**config.mk**
```make
export PLATFORM = sky130hd
export DESIGN_NAME = mem_load_store_unit
export DESIGN_NICKNAME = d
export VERILOG_FILES = /design/src/rtl/mem_load_store_unit_pkg.sv /design/src/rtl/mem_load_store_unit_dmem_array.sv /design/src/rtl/mem_load_store_unit.sv
export SDC_FILE = /design/constraint.sdc
export NUM_CORES = 2
export LEC_CHECK = 0
export ABC_CLOCK_PERIOD_IN_PS = 4600
export CAP_MARGIN = 20
export CORE_MARGIN = 10
export CORE_UTILIZATION = 48
export CTS_CLUSTER_SIZE = 28
export DETAILED_ROUTE_END_ITERATION = 12
export HOLD_SLACK_MARGIN = 0.05
export PLACE_DENSITY = 0.74
export SETUP_SLACK_MARGIN = 0.4
export SLEW_MARGIN = 20
export SYNTH_ARGS = -nofsm -noshare
export SYNTH_HDL_FRONTEND = slang
export SYNTH_SLANG_ARGS = --single-unit
```
**constraint.sdc**
```tcl
create_clock -name clk -period 4.6 [get_ports clk]
set_clock_uncertainty 0.15 [all_clocks]
set_input_delay 1.15 -clock clk [delete_from_list [all_inputs] [get_ports clk]]
set_output_delay 1.15 -clock clk [all_outputs]
set_load 0.02 [all_outputs]
```
**src/rtl/mem_load_store_unit_pkg.sv**
```systemverilog
// Shared definitions for the load/store unit.
//   lsu_state_e : FSM state encoding (IDLE, WAIT, WB)
//   REG_T7      : register index that every load writes back to
//   LAT_MIN/MAX : legal range of the load latency parameter
//   CNT_W       : width of the load latency down-counter
`timescale 1ns/1ps
package mem_load_store_unit_pkg;

   typedef enum logic [1:0] {
      IDLE = 2'd0,
      WAIT = 2'd1,
      WB   = 2'd2
   } lsu_state_e;

   localparam logic [3:0] REG_T7  = 4'd7;
   localparam int         LAT_MIN = 1;
   localparam int         LAT_MAX = 15;
   localparam int         CNT_W   = 4;

   // Counter preload for a load: WAIT lasts LAT-1 cycles and exits on
   // terminal count 0, so the preload is LAT-2. Only used when LAT >= 2.
   function automatic logic [CNT_W-1:0] wait_count(input int unsigned lat);
      return CNT_W'(lat - 2);
   endfunction

endpackage

```
**src/rtl/mem_load_store_unit_dmem_array.sv**
```systemverilog
// W x 2^A data memory.
//   clk      : write clock
//   we       : write enable (write occurs at the rising edge)
//   waddr    : write address
//   wdata    : write data
//   raddr    : load read address
//   rdata    : combinational mem[raddr]
//   dbg_addr : debug read address
//   dbg_data : combinational mem[dbg_addr]
// Contents are intentionally not reset.
`timescale 1ns/1ps
module dmem_array #(
   parameter int W = 8,
   parameter int A = 8
) (
   input  logic         clk,
   input  logic         we,
   input  logic [A-1:0] waddr,
   input  logic [W-1:0] wdata,
   input  logic [A-1:0] raddr,
   output logic [W-1:0] rdata,
   input  logic [A-1:0] dbg_addr,
   output logic [W-1:0] dbg_data
);

   logic [W-1:0] mem_q [2**A];

   always_ff @(posedge clk) begin
      if (we) begin
         mem_q[waddr] <= wdata;
      end
   end

   assign rdata    = mem_q[raddr];
   assign dbg_data = mem_q[dbg_addr];

endmodule

```
**src/rtl/mem_load_store_unit.sv**
```systemverilog
// Load/store unit on the data-memory side of the register file.
//   clk, reset           : system clock, synchronous active-high reset
//   req_valid/req_ready  : request handshake from decode/execute
//   req_write            : 1 = store, 0 = load
//   req_addr, req_wdata  : word address and store data
//   wb_en/wb_addr/wb_data: register file write-from-memory (always $t7)
//   busy                 : load in flight
//   done                 : one-cycle pulse after a store is accepted
//   dbg_addr/dbg_data    : side-effect-free combinational memory peek
//
// state | meaning
// IDLE  | ready for a request; stores complete here in one cycle
// WAIT  | load accepted, counting down the remaining latency
// WB    | wb_en high with the loaded word; back to IDLE next edge
`timescale 1ns/1ps
module mem_load_store_unit
   import mem_load_store_unit_pkg::*;
#(
   parameter int W   = 8,
   parameter int A   = 8,
   parameter int D   = 4,
   parameter int LAT = 2
) (
   input  logic         clk,
   input  logic         reset,
   input  logic         req_valid,
   output logic         req_ready,
   input  logic         req_write,
   input  logic [A-1:0] req_addr,
   input  logic [W-1:0] req_wdata,
   output logic         wb_en,
   output logic [D-1:0] wb_addr,
   output logic [W-1:0] wb_data,
   output logic         busy,
   output logic         done,
   input  logic [A-1:0] dbg_addr,
   output logic [W-1:0] dbg_data
);

   if (LAT < LAT_MIN || LAT > LAT_MAX) begin : g_bad_lat
      $error("mem_load_store_unit: LAT out of range 1..15");
   end

   lsu_state_e       state_q,   state_d;
   logic [CNT_W-1:0] cnt_q,     cnt_d;
   logic [A-1:0]     addr_q,    addr_d;
   logic             wb_en_q,   wb_en_d;
   logic [W-1:0]     wb_data_q, wb_data_d;
   logic             done_q,    done_d;

   logic             accept;
   logic             mem_we;
   logic [A-1:0]     rd_addr;
   logic [W-1:0]     rd_data;

   // Ready is gated by reset so nothing (in particular no store) is
   // accepted on an edge where reset is high.
   assign req_ready = (state_q == IDLE) && !reset;
   assign accept    = req_valid && req_ready;
   assign mem_we    = accept && req_write;

   // With LAT=1 the load data is captured at the accept edge, so the read
   // port must see the request address directly; otherwise the latched one.
   assign rd_addr = (state_q == IDLE) ? req_addr : addr_q;

   dmem_array #(
      .W (W),
      .A (A)
   ) u_dmem (
      .clk      (clk),
      .we       (mem_we),
      .waddr    (req_addr),
      .wdata    (req_wdata),
      .raddr    (rd_addr),
      .rdata    (rd_data),
      .dbg_addr (dbg_addr),
      .dbg_data (dbg_data)
   );

   always_comb begin
      state_d   = state_q;
      cnt_d     = cnt_q;
      addr_d    = addr_q;
      wb_en_d   = 1'b0;
      wb_data_d = wb_data_q;
      done_d    = 1'b0;
      case (state_q)
         IDLE: begin
            if (accept) begin
               if (req_write) begin
                  done_d = 1'b1;
               end else begin
                  addr_d = req_addr;
                  if (LAT == 1) begin
                     state_d   = WB;
                     wb_en_d   = 1'b1;
                     wb_data_d = rd_data;
                  end else begin
                     state_d = WAIT;
                     cnt_d   = wait_count(LAT);
                  end
               end
            end
         end
         WAIT: begin
            if (cnt_q == '0) begin
               state_d   = WB;
               wb_en_d   = 1'b1;
               wb_data_d = rd_data;
            end else begin
               cnt_d = cnt_q - CNT_W'(1);
            end
         end
         WB: begin
            state_d = IDLE;
         end
         default: begin
            state_d = IDLE;
         end
      endcase
   end

   always_ff @(posedge clk) begin
      if (reset) begin
         state_q   <= IDLE;
         cnt_q     <= '0;
         addr_q    <= '0;
         wb_en_q   <= 1'b0;
         wb_data_q <= '0;
         done_q    <= 1'b0;
      end else begin
         state_q   <= state_d;
         cnt_q     <= cnt_d;
         addr_q    <= addr_d;
         wb_en_q   <= wb_en_d;
         wb_data_q <= wb_data_d;
         done_q    <= done_d;
      end
   end

   assign wb_en   = wb_en_q;
   assign wb_data = wb_data_q;
   assign wb_addr = D'(REG_T7);
   assign done    = done_q;
   assign busy    = (state_q != IDLE);

endmodule

```
==> out/results.txt <==
Setup TNS Final -> -7169 ps
First-pass GRT wire length -> 496100 µm
Final setup viols -> 8
Ys flop type -> edfxtp_1
IO Port Bufs -> 47
Slew headroom -> 0.3246
CTS tree -> done
Post-route cell area -> 0.1173 mm²
Top cell type by total area after synthesis -> edfxtp_1
Ranking of synthesized cells by area -> edfxtp_1 63%, mux4_2 17%, nand2_1 5.5%
Num ports -> 52
Synthesized cell area -> 0.09760 mm²
GRT Util Overall -> 0.3063
Critical-path top delay cell -> mux4_2
TritonCTS Sinks -> 2072
Final WL -> 351200 µm
Max Cap Violations -> 0
Worst hold path type -> reg -> reg
P per Cell Area -> 372.7 mW/mm²
Net Sw Power -> 10.58 mW
Least-Margin Pin Slew -> 1013 ps
Largest net degree at the start of global routing -> 108
Crit-path max cell delay -> 650 ps
RSZ-0062 raised after global routing -> true
CP Data Arrival Time -> 4240 ps
Most used cell, CP -> mux4_2
Vias in the first global route -> 68140
Area share of the leading cell type in the synthesized netlist -> 0.6301
Status -> finished with violations
Util after Layout -> 0.5799
Post-synth EDFFs -> 2048
DIE AREA -> 0.2218 mm²
Row cnt -> 165
Chip width -> 470.9 µm
Critical path type -> in -> out
Combinational share of power -> 0.117
CP endpoint kind -> primary output
Avg Inst Size Synth -> 14.89 µm²
Initial antenna violation count -> 25
Final Wtd Congestion -> 0.9820
Synth cell types -> 76
Clk buf depth -> 3
Die Y -> 470.9 µm
Clk_lat worst skew -> 880 ps
Final critical-path required period -> 5542 ps
Filler cells -> 15100
Leak Pwr -> 40.06 nW
Yosys warns -> 0
Commonest non-fill, non-tap cell in the layout -> edfxtp_1
Clock slew seen by the registers of the worst setup and hold paths -> 70 ps
Gr ovfl total -> 0
Max Freq -> 0.1804 GHz
Final Slew Violations -> 0
Final WS setup -> -942.4 ps
Cell internal pwr -> 33.15 mW
Initial Util -> 0.4824
DRC -> 0
Detailed Place HPWL -> 242400 µm
Commonest non-fill, non-tap cells in the layout -> 2048 x edfxtp_1, 1433 x nand2_1, 942 x buf_4, 741 x mux4_2, 502 x nand3_1
Share of the clock period used by the worst path after layout -> 1.205
Initial DRC Count -> 12200
Final Hold Viols -> 0
FF-to-FF setup slack -> 500 ps
Antenna Nets Post-Route -> 0
Core area -> 0.2023 mm²
Violated checks -> negative setup slack
Synthesized flop and latch total -> 2072
WHS -> 382.2 ps
Routed wire per std cell -> 34.14 µm
H-tree depth -> 4
Drt first pass iters -> 7
Vias -> 70790
Synth Instances -> 6553
Via-to-Cell Ratio -> 6.883
Peak VDD IR -> 0.0004330 V
Synth async-reset ratio -> 0
Critical Path Start Type -> input port
Clock root buffer -> clkbuf_16
Placed cell area -> 0.1095 mm²
Total power -> 43.73 mW
Post-synthesis sequential area ratio -> 0.6350
Share of cells above drive strength 1 -> 0.2988
Switching share of total power -> 0.2419
Clock share of power -> 0.409
Reg power frac -> 0.475
Nets -> 7458
Cell Chain, Critical Path -> buf_16 -> buf_12 -> buf_12 -> mux4_2 -> mux4_2 -> mux4_2 -> a22oi_2 -> buf_4 -> nand2_4 -> buf_6
Req. time, crit path -> 3300 ps
CTS buffer count -> 207
Worst-path maximum fanout -> 14
Synthesis-to-finish area growth -> 20.22%
[metrics by stage]
stage	setup WS (ps)	cells
3_5_place_dp	-1272	9852
3_3_place_gp	-1250	9852
5_1_grt	-926.5	10280
4_1_cts	-903.6	10250
6_report	-942.4	10290
2_1_floorplan	-18.68	6555
[cell type report]
cell class / instances / area, µm² / share of cell area
timing repair buffer: 1183 / 11460 / 0.09765
clock buffer: 248 / 5440 / 0.04637
antenna: 7 / 17.52 / 0.0001493
tap: 2672 / 3343 / 0.02849
clock inverter: 138 / 1664 / 0.01418
multi-input combinational: 3959 / 33410 / 0.2847
sequential: 2072 / 61980 / 0.5282
inverter: 6 / 22.52 / 0.0001919
[synth_stat cells, drive strengths merged (3+ instances only)]
cell type	instances
inv	6
o21a	7
nand4	109
nand2b	8
xnor2	3
a32o	8
nor2	306
nand2	1444
o211ai	6
mux2i	175
nor2b	10
a31oi	157
a2111oi	9
clkbuf	195
and2	4
a221o	3
a22oi	44
nor3	25
o22ai	21
edfxtp	2048
a22o	4
o31a	3
nor4	9
a21oi	53
o21ai	32
dfxtp	24
and3	42
o2111ai	9
o21bai	3
mux2	4
buf	323
a32oi	102
a211oi	21
o31ai	8
a311oi	30
mux4	743
a222oi	13
a311o	3
nand3	505
a221oi	10
[flip-flops by register name, summed over array words and instances, names as in the netlist]
signal	count
wb_en	1
done	1
addr_q	8
cnt_q	4
u_dmem.mem_q	2048
wb_data	8
state_q	2
[routing by layer]
layer / wire length [µm] / part of all wire / track usage / vias up
met2: 154300 / 0.44 / 0.4559 / 6461
met5: 153 / 0.00044 / 0 / -
met1: 120600 / 0.34 / 0.4039 / 35340
met3: 50860 / 0.14 / 0.08573 / 1197
met4: 25250 / 0.072 / 0.1783 / 22
li1: - / - / - / 27770
[power by group through the flow]
stage                     combinational, mW  sequential (mW)  clock (mW)
after CTS                              4.91             20.8        17.9
after global routing                   5.24             20.8        18.7
after global placement                 4.77             21.2           0
after floorplan                        2.47             21.2           0
after detailed placement               4.83             21.2           0
final                                  5.10             20.8        17.9
[final timing paths]
kind	start	to	cells after the start
worst max-delay path	dbg_addr[1]	dbg_data[6]	10
worst min-delay path	addr_q[7]$_SDFFE_PP0P_	addr_q[7]$_SDFFE_PP0P_	2
worst max register to register	state_q[1]$_SDFFE_PP0P_	wb_data[0]$_SDFFE_PP0P_	11
worst min register to register	addr_q[7]$_SDFFE_PP0P_	addr_q[7]$_SDFFE_PP0P_	2
[critical path, delay by kind of cell]
kind	cells	cell delay, ps
AO/OA/AOI/OAI	1	460
buffers and inverters	5	870
multiplexers	3	1700
AND/OR/NAND/NOR	1	60
[what timing repair did]
item | 4_1_cts | 5_1_grt
setup buffers | 11 | 22
gates resized for setup | 65 | 23
pin swaps | 9 | 10
setup endpoints to repair | 12 | 14
cloned | 5 | 2
hold buffers | 0 | 0
[cells by family after synthesis]
group | after synthesis | share of synthesized area
flops | 2072 | 0.6350
fa+ha+maj | 1 | 0.0001282
buf+inv | 524 | 0.02560
mux | 922 | 0.1899
simple gates | 2472 | 0.1073
other cells | 2 | 0.00007694
xor+xnor | 3 | 0.0002693
compound gates | 557 | 0.04162
Note: power is estimated with default switching activity, not from simulation.
